--- src/rtl/bresenham_pkg.sv ---
// Shared types for the Bresenham ray path: width defaults, stepper state and
// the ray / cell descriptors exchanged between stages.
package bresenham_pkg;

    localparam int DEF_COORD_W = 16;
    localparam int DEF_LEN_W   = 16;

    typedef enum logic {
        IDLE = 1'b0,
        RUN  = 1'b1
    } state_e;

    typedef struct packed {
        logic signed [DEF_COORD_W-1:0] x0;
        logic signed [DEF_COORD_W-1:0] y0;
        logic        [DEF_LEN_W-1:0]   dx;
        logic        [DEF_LEN_W-1:0]   dy;
        logic                          flip_x;
        logic                          flip_y;
        logic                          flip_identity;
    } ray_t;

    typedef struct packed {
        logic signed [DEF_COORD_W-1:0] x;
        logic signed [DEF_COORD_W-1:0] y;
        logic                          last;
    } cell_t;

endpackage

--- src/rtl/bresenham_unreduce.sv ---
// Maps a first-octant step (u,v) back into the original octant as an (a,b)
// offset from the ray start. Purely combinational.
module bresenham_unreduce
    import bresenham_pkg::*;
#(
    parameter int COORD_W = DEF_COORD_W,
    parameter int LEN_W   = DEF_LEN_W
) (
    input  logic        [LEN_W-1:0]   u_i,
    input  logic        [LEN_W-1:0]   v_i,
    input  logic                      flip_x_i,
    input  logic                      flip_y_i,
    input  logic                      flip_identity_i,
    output logic signed [COORD_W-1:0] a_o,
    output logic signed [COORD_W-1:0] b_o
);

    logic [LEN_W-1:0]          sel_a;
    logic [LEN_W-1:0]          sel_b;
    logic signed [COORD_W-1:0] raw_a;
    logic signed [COORD_W-1:0] raw_b;

    // Swap is undone before the sign flips, mirroring the reduction order.
    always_comb begin
        sel_a = flip_identity_i ? v_i : u_i;
        sel_b = flip_identity_i ? u_i : v_i;
        raw_a = COORD_W'(sel_a);
        raw_b = COORD_W'(sel_b);
        a_o   = flip_x_i ? -raw_a : raw_a;
        b_o   = flip_y_i ? -raw_b : raw_b;
    end

endmodule

--- src/rtl/bresenham_stepper.sv ---
// Walks one first-octant Bresenham ray per accepted descriptor and streams
// every cell, mapped back to the original octant, one per cycle.
module bresenham_stepper
    import bresenham_pkg::*;
#(
    parameter int COORD_W = DEF_COORD_W,
    parameter int LEN_W   = DEF_LEN_W
) (
    input  logic                      clk,
    input  logic                      rst,
    input  logic                      ray_valid,
    output logic                      ray_ready,
    input  logic signed [COORD_W-1:0] x0,
    input  logic signed [COORD_W-1:0] y0,
    input  logic        [LEN_W-1:0]   dx,
    input  logic        [LEN_W-1:0]   dy,
    input  logic                      flip_x,
    input  logic                      flip_y,
    input  logic                      flip_identity,
    output logic                      cell_valid,
    input  logic                      cell_ready,
    output logic signed [COORD_W-1:0] cell_x,
    output logic signed [COORD_W-1:0] cell_y,
    output logic                      cell_last,
    output state_e                    dbg_state
);

    // Handshakes: a transfer happens on a rising edge where valid && ready;
    // valid never depends on ready, and a raised valid stays up with stable
    // payload until its transfer completes.

    localparam int ERR_W = LEN_W + 2;

    state_e                    state_q, state_d;
    logic signed [COORD_W-1:0] x0_q, x0_d;
    logic signed [COORD_W-1:0] y0_q, y0_d;
    logic [LEN_W-1:0]          dx_q, dx_d;
    logic [LEN_W-1:0]          dy_q, dy_d;
    logic                      fx_q, fx_d;
    logic                      fy_q, fy_d;
    logic                      fi_q, fi_d;
    logic [LEN_W-1:0]          u_q, u_d;
    logic [LEN_W-1:0]          v_q, v_d;
    logic [LEN_W-1:0]          n_q, n_d;
    logic signed [ERR_W-1:0]   err_q, err_d;

    logic [LEN_W-1:0]          dy_clamped;
    logic signed [ERR_W-1:0]   err_init;
    logic signed [ERR_W-1:0]   err_diag;
    logic signed [ERR_W-1:0]   err_axis;
    logic                      err_pos;
    logic signed [COORD_W-1:0] off_a;
    logic signed [COORD_W-1:0] off_b;

    // A dy beyond dx would leave the first octant; clamp it onto the diagonal.
    assign dy_clamped = (dy > dx) ? dx : dy;
    assign err_init   = $signed({1'b0, dy_clamped, 1'b0}) - $signed({2'b00, dx});
    assign err_diag   = $signed({1'b0, dy_q, 1'b0}) - $signed({1'b0, dx_q, 1'b0});
    assign err_axis   = $signed({1'b0, dy_q, 1'b0});
    assign err_pos    = !err_q[ERR_W-1] && (err_q != '0);

    bresenham_unreduce #(
        .COORD_W(COORD_W),
        .LEN_W  (LEN_W)
    ) u_unreduce (
        .u_i            (u_q),
        .v_i            (v_q),
        .flip_x_i       (fx_q),
        .flip_y_i       (fy_q),
        .flip_identity_i(fi_q),
        .a_o            (off_a),
        .b_o            (off_b)
    );

    assign cell_x    = x0_q + off_a;
    assign cell_y    = y0_q + off_b;
    assign dbg_state = state_q;

    always_comb begin
        state_d    = state_q;
        x0_d       = x0_q;
        y0_d       = y0_q;
        dx_d       = dx_q;
        dy_d       = dy_q;
        fx_d       = fx_q;
        fy_d       = fy_q;
        fi_d       = fi_q;
        u_d        = u_q;
        v_d        = v_q;
        n_d        = n_q;
        err_d      = err_q;
        ray_ready  = (state_q == IDLE);
        cell_valid = (state_q == RUN);
        cell_last  = (state_q == RUN) && (n_q == dx_q);
        case (state_q)
            IDLE: begin
                if (ray_valid) begin
                    x0_d    = x0;
                    y0_d    = y0;
                    dx_d    = dx;
                    dy_d    = dy_clamped;
                    fx_d    = flip_x;
                    fy_d    = flip_y;
                    fi_d    = flip_identity;
                    u_d     = '0;
                    v_d     = '0;
                    n_d     = '0;
                    err_d   = err_init;
                    state_d = RUN;
                end
            end
            RUN: begin
                if (cell_ready) begin
                    if (cell_last) begin
                        state_d = IDLE;
                    end else begin
                        n_d = n_q + 1'b1;
                        u_d = u_q + 1'b1;
                        if (err_pos) begin
                            v_d   = v_q + 1'b1;
                            err_d = err_q + err_diag;
                        end else begin
                            err_d = err_q + err_axis;
                        end
                    end
                end
            end
            default: state_d = IDLE;
        endcase
    end

    always_ff @(posedge clk or posedge rst) begin
        if (rst) begin
            state_q <= IDLE;
            x0_q    <= '0;
            y0_q    <= '0;
            dx_q    <= '0;
            dy_q    <= '0;
            fx_q    <= 1'b0;
            fy_q    <= 1'b0;
            fi_q    <= 1'b0;
            u_q     <= '0;
            v_q     <= '0;
            n_q     <= '0;
            err_q   <= '0;
        end else begin
            state_q <= state_d;
            x0_q    <= x0_d;
            y0_q    <= y0_d;
            dx_q    <= dx_d;
            dy_q    <= dy_d;
            fx_q    <= fx_d;
            fy_q    <= fy_d;
            fi_q    <= fi_d;
            u_q     <= u_d;
            v_q     <= v_d;
            n_q     <= n_d;
            err_q   <= err_d;
        end
    end

endmodule

--- config.mk ---
export PLATFORM = sky130hd
export DESIGN_NAME = bresenham_stepper
export DESIGN_NICKNAME = d
export VERILOG_FILES = /design/src/rtl/bresenham_pkg.sv /design/src/rtl/bresenham_unreduce.sv /design/src/rtl/bresenham_stepper.sv
export SDC_FILE = /design/constraint.sdc
export NUM_CORES = 1
export LEC_CHECK = 0
export ABC_AREA = 1
export CORE_ASPECT_RATIO = 0.5
export CORE_MARGIN = 8
export CORE_UTILIZATION = 60
export CTS_CLUSTER_DIAMETER = 40
export DETAILED_ROUTE_END_ITERATION = 16
export HOLD_SLACK_MARGIN = 0.15
export PLACE_DENSITY = 0.87
export SLEW_MARGIN = 15
export SYNTH_ARGS = -nofsm -noshare
export SYNTH_HDL_FRONTEND = slang
export SYNTH_HIERARCHICAL = 1
export SYNTH_SLANG_ARGS = --single-unit
--- constraint.sdc ---
create_clock -name clk -period 5.9 [get_ports clk]
set_input_delay 0.59 -clock clk [delete_from_list [all_inputs] [get_ports clk]]
set_output_delay 0.59 -clock clk [all_outputs]
set_load 0.1 [all_outputs]
Word-level counts from Yosys, hierarchy flattened
Cells that the tools add are included.

cells by class
  $add $sub $neg = 11
  order comparisons = 1
  equality and inequality tests = 5
  multiplexer cells = 25
  bitwise logic cells = 1
  reduce and logical (&&, ||, !) cells = 7

operators with widths
  operator                 number
  $mux W16                 13
  $pmux W16 S2             3
  $mux W18                 4
  $add A16 B1 Y16 const B  3
  $add A18 B18 Y18         2
  $pmux W18 S2             1
  $add A16 B16 Y16         2
  $neg A16 Y16             2
  $reduce_bool A18 Y1      1
  $sub A17 B16 Y18         1
  $sub A17 B17 Y18         1
  $eq A16 B16 Y1           1
  $gt A16 B16 Y1           1
  $ne A2 B2 Y1 const B     3
  $reduce_and A4 Y1        1
  $mux W1                  3
  $reduce_and A3 Y1        1
  $logic_and A1 B1 Y1      2
  $ne A2 B1 Y1 const B     1
  $pmux W1 S2              1
  $reduce_and A2 Y1        1
  $logic_not A1 Y1         1
  $not A1 Y1               1

word-level totals
  flip-flop bits (word level) = 134
  bits of input ports = 71
  output and inout port bits = 36
  logic and storage cells = 62

Logic depth before layout (Yosys ltp)
Gate-level depths: netlist of the first run.

  depth in word-level cells = 6
  gate-level depth with buffers = 28

Hierarchy
Netlist of the first run, hierarchy kept.

by module, submodules not included
  module              times used  cells each  area an instance (µm²)  sequential area each (µm²)
  bresenham_stepper   1           1695        11671.2                 3353.2
  bresenham_unreduce  1           323         1490.2                  0.0

Worst setup path after synthesis of the first run
Ideal clock, no wire load.

  path type = flip-flop to output port
  from = register fi_q
  to = output cell_x[10]
  data arrival time = 4.024 ns
  setup slack = 1.286 ns
  stages on the path, launching flop included = 18
  path buffers = 2
  cell sequence = dfrtp_1 -> buf_6 -> buf_6 -> nand2_1 -> nand2_2 -> ha_1 -> nand2_1 -> o21ai_0 -> inv_1 -> fa_1 -> nand3b_1 -> nand2_1 -> a21oi_1 -> o21ai_0 -> nand2_1 -> nand2_1 -> a21oi_1 -> xnor2_1

on the way
  longest elaborated chain between the ends = 4

RTL lines
  item                    line                      RTL
  from (decl)             bresenham_stepper.sv:41   logic fi_q, fi_d;
  from (signal assigned)  bresenham_stepper.sv:154  fi_q <= fi_d;
  $mux W16 (*)            bresenham_unreduce.sv:25  sel_a = flip_identity_i ? v_i : u_i;
  $neg A16 Y16            bresenham_unreduce.sv:29  a_o = flip_x_i ? -raw_a : raw_a;
  $mux W16 (*)            bresenham_unreduce.sv:29
  net off_a[1]            bresenham_stepper.sv:52   logic signed [COORD_W-1:0] off_a;
  $add A16 B16 Y16 (*)    bresenham_stepper.sv:75   assign cell_x = x0_q + off_a;
  to (decl)               bresenham_stepper.sv:22   output logic signed [COORD_W-1:0] cell_x,

The timed path passes the listed nets; every way through them passes the cells marked *.

Final worst setup path of the first run
  from = register fi_q
  to = output cell_y[12]

on the way
  longest elaborated chain between the ends = 4

RTL lines
  item                  line                      RTL
  $mux W16 (*)          bresenham_unreduce.sv:26  sel_b = flip_identity_i ? u_i : v_i;
  $neg A16 Y16          bresenham_unreduce.sv:30  b_o = flip_y_i ? -raw_b : raw_b;
  $mux W16 (*)          bresenham_unreduce.sv:30
  net off_b[2]          bresenham_stepper.sv:53   logic signed [COORD_W-1:0] off_b;
  $add A16 B16 Y16 (*)  bresenham_stepper.sv:76   assign cell_y = y0_q + off_b;
  to (decl)             bresenham_stepper.sv:23   output logic signed [COORD_W-1:0] cell_y,

Marks and branches as above.

==> impl_metrics.yaml, run 1 <==
run_status:
  outcome: "finished clean"
critical_path:
  crit_chain: "buf_4 > nand2_1 > o21ai_1 > ha_1 > nor2_1 > xor2_1 > inv_1 > ha_1 > nand2_1 > o21ai_0 > a21oi_1 > o21ai_0 > nand3_1 > nand2_1 > xor2_1 > buf_4"
  crit_path_max_incr_delay_ns: 0.68
  end_kind: "primary output"
  cpMostUsedCell: "nand2_1"
  path_delay_family: "compound AO/OA/AOI/OAI gates"
  start_kind: "register"
  worstPathRequired_ns: 5.31
  r2r_slack_ns: 2.74
  critical_path_class: "register to primary output"
  critPathBufInv: 3
  path_max_fanout: 23
  cpMaxStageDelayCell: "dfrtp_1"
  worstPathArrival_ns: 4.29
yosys:
  syn_inst: 2018
  synth_area_mm2: 0.01316
  synthDominantAreaCellType: "dfrtp_1"
  yosysWarnings: 6
  postSynthNetCount: 2207
  synth_top_cells_by_count: "nand2_1, inv_1, dfrtp_1, nor2_1, a21oi_1"
  synth_top_area_frac: 0.2548
  async_reset_ff_frac: 1.000
  seq_area_frac_synth: 0.2548
  yosysMostFrequentCell: "nand2_1"
  ys_ff_latch: 134
  synth_ff_type: "dfrtp_1"
  ys_top_cells_by_area: "dfrtp_1, nand2_1, ha_1"
  synth_edf_count: 0
  syn_area_per_cell_um2: 6.522
  ys_types: 47
die:
  start_util: 0.6097
  die_h_um: 120.7
  die-area_mm2: 0.02722
  die_w_um: 225.5
  pin_count: 107
  core_area_mm2: 0.02159
  rows: 38
global_route:
  grt_pass1_wl_um: 61070
  grt_usage: 0.2743
  grt_pass1_vias: 12503
  grt-ovfl-total: 0
  grt_max_degree: 78
  antenna_found_initial: 0
clocking:
  clock_sinks: 134
  post_cts.repair.setup_buffers: 0
  cts.path.max_buffers: 2
  insertion_delay_ns: 0.44
  clk_pin_slew_ns: 0.06
  cts-root-buf: "clkbuf_16"
  htreeDepth: 4
  cts_resized: 0
  holdBufCountCts: 0
  cts_inserted_buffers: 17
  cts_tree: "done"
run:
  maxCapViolations: 0
finish:
  drive_gt1_frac: 0.05735
  fin_area_mm2: 0.01489
  area_growth_pct: 13.15
  n_antenna_cell: 0
  final_nets: 2286
timing:
  relSlewSlack: 0.3257
  finalCriticalPeriod_ns: 4.878
  fin_ws_ns: 1.022
  fmax_mhz: 205.0
  hold_viol_final: 0
  hold_slack_ns: 0.4946
  skew_ns: 0.006039
  min_period_over_period: 0.8268
  setup_viol: 0
  finalSetupTns_ns: 0
  maxSlewViolCount: 0
  rsz0062_at_grt: "no"
  worst_pin_slew_ns: 1.008
drt:
  ant_nets: 0
  vias: 13313
  avgViaCountPerCell: 5.524
  first_pass_iters: 6
  wl_per_cell_um: 15.41
  drc_errors: 0
  drt_wl_total_um: 37140
  drt_iter0_drc: 1315
place:
  port_buffers: 106
  place_ws_ns: 1.309
  post_dp_cell_area_mm2: 0.01430
  dp_hpwl_um: 28630
  routabilityCongestion: 0.9622
hold_path:
  hold_path_class: "register to register"
-- flip-flops by register name, indices dropped and copies added (netlist names) --
| signal | count |
|---|---|
| y0_q | 16 |
| fy_q | 1 |
| err_q | 18 |
| v_q | 16 |
| cell_valid | 1 |
| dy_q | 16 |
| fx_q | 1 |
| fi_q | 1 |
| n_q | 16 |
| x0_q | 16 |
| u_q | 16 |
| dx_q | 16 |
-- worst paths after layout --
path	start	endpoint	depth (start not counted)
max	fi_q	cell_y[12]	16
min	y0_q[13]	y0_q[13]	2
max reg2reg	dx_q[11]	v_q[13]	10
min reg2reg	y0_q[13]	y0_q[13]	2
max in group asynchronous	rst	err_q[16]	3
min in group asynchronous	rst	cell_valid	2
-- area by class of cell --
cell class	instances	area, um^2
fill	1863	6694
timing repair buffer	114	1061
inverter	279	1060
clock inverter	11	125.1
clock buffer	21	470.5
multi-input combinational	1551	8447
tap	300	375.4
sequential	134	3353
-- logic make-up after synthesis --
family	Yosys count	share of synthesized area
compound gates	302	0.1242
flops	134	0.2548
fa+ha+maj	118	0.1242
buf+inv	333	0.1036
simple gates	1043	0.3342
xor+xnor	88	0.05913
-- cell usage in the layout (no fill, tap or decap), drive strengths merged, types with 33 or more instances in the layout --
| master | instances |
|---|---|
| nand2 | 689 |
| inv | 278 |
| o21ai | 139 |
| nor2 | 137 |
| dfrtp | 134 |
| a21oi | 119 |
| nand3 | 115 |
| ha | 97 |
| clkdlybuf4s50 | 82 |
| xor2 | 67 |
| nand4 | 33 |
-- worst reg2reg max path: stages (launching register included) --
cell      delay (ns)
dfrtp_1         0.50
inv_1           0.14
or2_2           0.31
nand4_1         0.08
nor2_1          0.07
nand3_2         0.11
nand2_2         0.56
nor2_4          0.65
clkinv_1        0.41
nand2_1         0.13
o21ai_0         0.08
-- per-layer routing --
layer,global-route usage,part of all wire
met1,0.3505,0.43
met2,0.4601,0.47
met3,0.04786,0.064
met5,0,0
met4,0.1103,0.036
-- metrics by stage --
step / std cells / util
after global routing: 2410 / 0.6899
after CTS: 2410 / 0.6899
final: 2410 / 0.6899
after global placement: 2378 / 0.6623
after floorplan: 2018 / -
after detailed placement: 2378 / 0.6623
Power of run 1 is not shown: default switching activity piles up to over one toggle a cycle in this logic, so the estimate is an artifact.
==> inputs of run 2 (changes only) <==
Settings changed: CORE_UTILIZATION 60 to 55, PLACE_DENSITY 0.87 to 0.84.
Clock period 5.9 ns to 3.97 ns, I/O delays scaled along.
==> impl_metrics.yaml, run 2 (synthesized netlist as in run 1, its figures left out) <==
finish:
  fillers: 1989
  regArea_mm2: 0.003354
  final_common_cell: "nand2_1"
  area_growth_pct: 22.84
  largest_register_ffs: 18
  fin_area_mm2: 0.01617
  final_cell_mix: "nand2_1, inv_1, dfrtp_1, nor2_1, nand3_1"
  drive_gt1_frac: 0.1252
  utilization: 0.6815
  fin_cells: 2457
  multiInputGateArea_mm2: 0.009091
  final_nets: 2317
  largest_register: "err_q"
critical_path:
  cp.depth: 15
  worstPathRequired_ns: 3.57
  reg2reg_depth: 11
  end_kind: "primary output"
  start_kind: "register"
  cpMostUsedCell: "nand2_1"
  crit_chain: "buf_6 > nand2_1 > nand2_1 > inv_1 > nand2_1 > nor2_2 > nor2_1 > xor2_1 > ha_2 > a21oi_2 > o21ai_4 > a21boi_2 > o21ai_2 > xor2_2 > buf_12"
  critical_path_class: "register to primary output"
  critPathBufInv: 3
  crit_path_max_incr_delay_ns: 0.49
  path_delay_family: "compound AO/OA/AOI/OAI gates"
  worstPathArrival_ns: 3.55
  cpMaxStageDelayCell: "dfrtp_2"
  path_max_fanout: 27
global_route:
  grt_pass1_vias: 12975
  grt-ovfl-total: 0
  grt_max_degree: 74
  antenna_found_initial: 1
  grt_usage: 0.2567
  grt_pass1_wl_um: 63060
drt:
  vias: 13626
  avgViaCountPerCell: 5.546
  wl_per_cell_um: 16.19
  drc_errors: 0
  drt_wl_total_um: 39770
  ant_nets: 0
  first_pass_iters: 6
  drt_iter0_drc: 1222
run:
  maxCapViolations: 0
timing:
  hold_viol_final: 0
  min_period_over_period: 0.9932
  rsz0062_at_grt: "yes"
  maxSlewViolCount: 0
  relSlewSlack: 0.3903
  fmax_mhz: 253.6
  skew_ns: 0.008283
  finalCriticalPeriod_ns: 3.943
  setup_viol: 0
  worst_pin_slew_ns: 0.9126
place:
  dp_hpwl_um: 29660
  place_inst: 2416
  routabilityCongestion: 0.9804
  port_buffers: 106
  post_dp_cell_area_mm2: 0.01501
die:
  pin_count: 107
  die_w_um: 234.8
  core_area_mm2: 0.02372
  die-area_mm2: 0.02944
  die_h_um: 125.4
  rows: 40
  start_util: 0.5548
clocking:
  insertion_delay_ns: 0.44
  cts_inserted_buffers: 17
  holdBufCountCts: 0
  cts-root-buf: "clkbuf_16"
  clk_pin_slew_ns: 0.07
  clock_sinks: 134
  htreeDepth: 4
  cts.path.max_buffers: 2
  cts_tree: "done"
hold_path:
  hold_path_class: "input port to register"
  min_path_cells: 3
run_status:
  outcome: "finished clean"
## run 2: changes by cell type in the layout (fill, tap and decap cells not counted), moves of 11 or more
cell	change
ha_1	-19
ha_4	+14
buf_12	+32
clkdlybuf4s50_1	-12
xor2_2	+14
a21oi_1	-21
a21oi_2	+18
xor2_1	-14
o21ai_2	+11
## run 2: tightest hold or removal path, stage by stage
cell and delay, ns:
clkdlybuf4s50_1 0.39, nand2_1 0.06, nand2_1 0.04
## run 2: final timing paths
check | start | end | slack [ns]
worst max-delay path | fi_q | cell_x[11] | 0.03
max in group asynchronous | rst | x0_q[1] | 2.66
worst max register to register | dx_q[9] | err_q[13] | 1.07
min in group asynchronous | rst | u_q[4] | 0.50
worst min-delay path | y0[4] | y0_q[4] | 0.49
worst min register to register | y0_q[5] | y0_q[5] | 0.50
## run 2: cell type report
cell class | instances | share of cell area
multi-input combinational | 1551 | 0.5623
timing repair buffer | 145 | 0.1034
sequential | 134 | 0.2075
clock inverter | 15 | 0.01052
antenna | 1 | 0.0001548
clock buffer | 17 | 0.02631
tap | 315 | 0.02438
inverter | 279 | 0.06547
## run 2: routing by layer
layer / vias up / part of all wire / global-route usage
met5: - / 0 / 0
li1: 6691 / - / -
met3: 112 / 0.062 / 0.04538
met4: 0 / 0.038 / 0.1088
met2: 553 / 0.48 / 0.4390
met1: 6270 / 0.42 / 0.3180
## run 2: metrics by stage
step	TNS [ns]	setup WS [ns]	hold WS, ns
2_1_floorplan	-0.04823	-0.03581	0.4470
3_3_place_gp	0	0.06096	0.4738
3_5_place_dp	0	0.04088	0.4818
4_1_cts	0	0.006154	0.4775
5_1_grt	-0.8721	-0.1393	0.4876
6_report	0	0.02702	0.4895
## run 2: repair_timing
action                     in CTS  in global routing
resized for setup              25                 94
pin swaps                       2                 14
hold endpoints to repair        0                  0
buffers inserted                2                  6
setup endpoints to repair      15                 14
Power of run 2 is left out for the same reason.
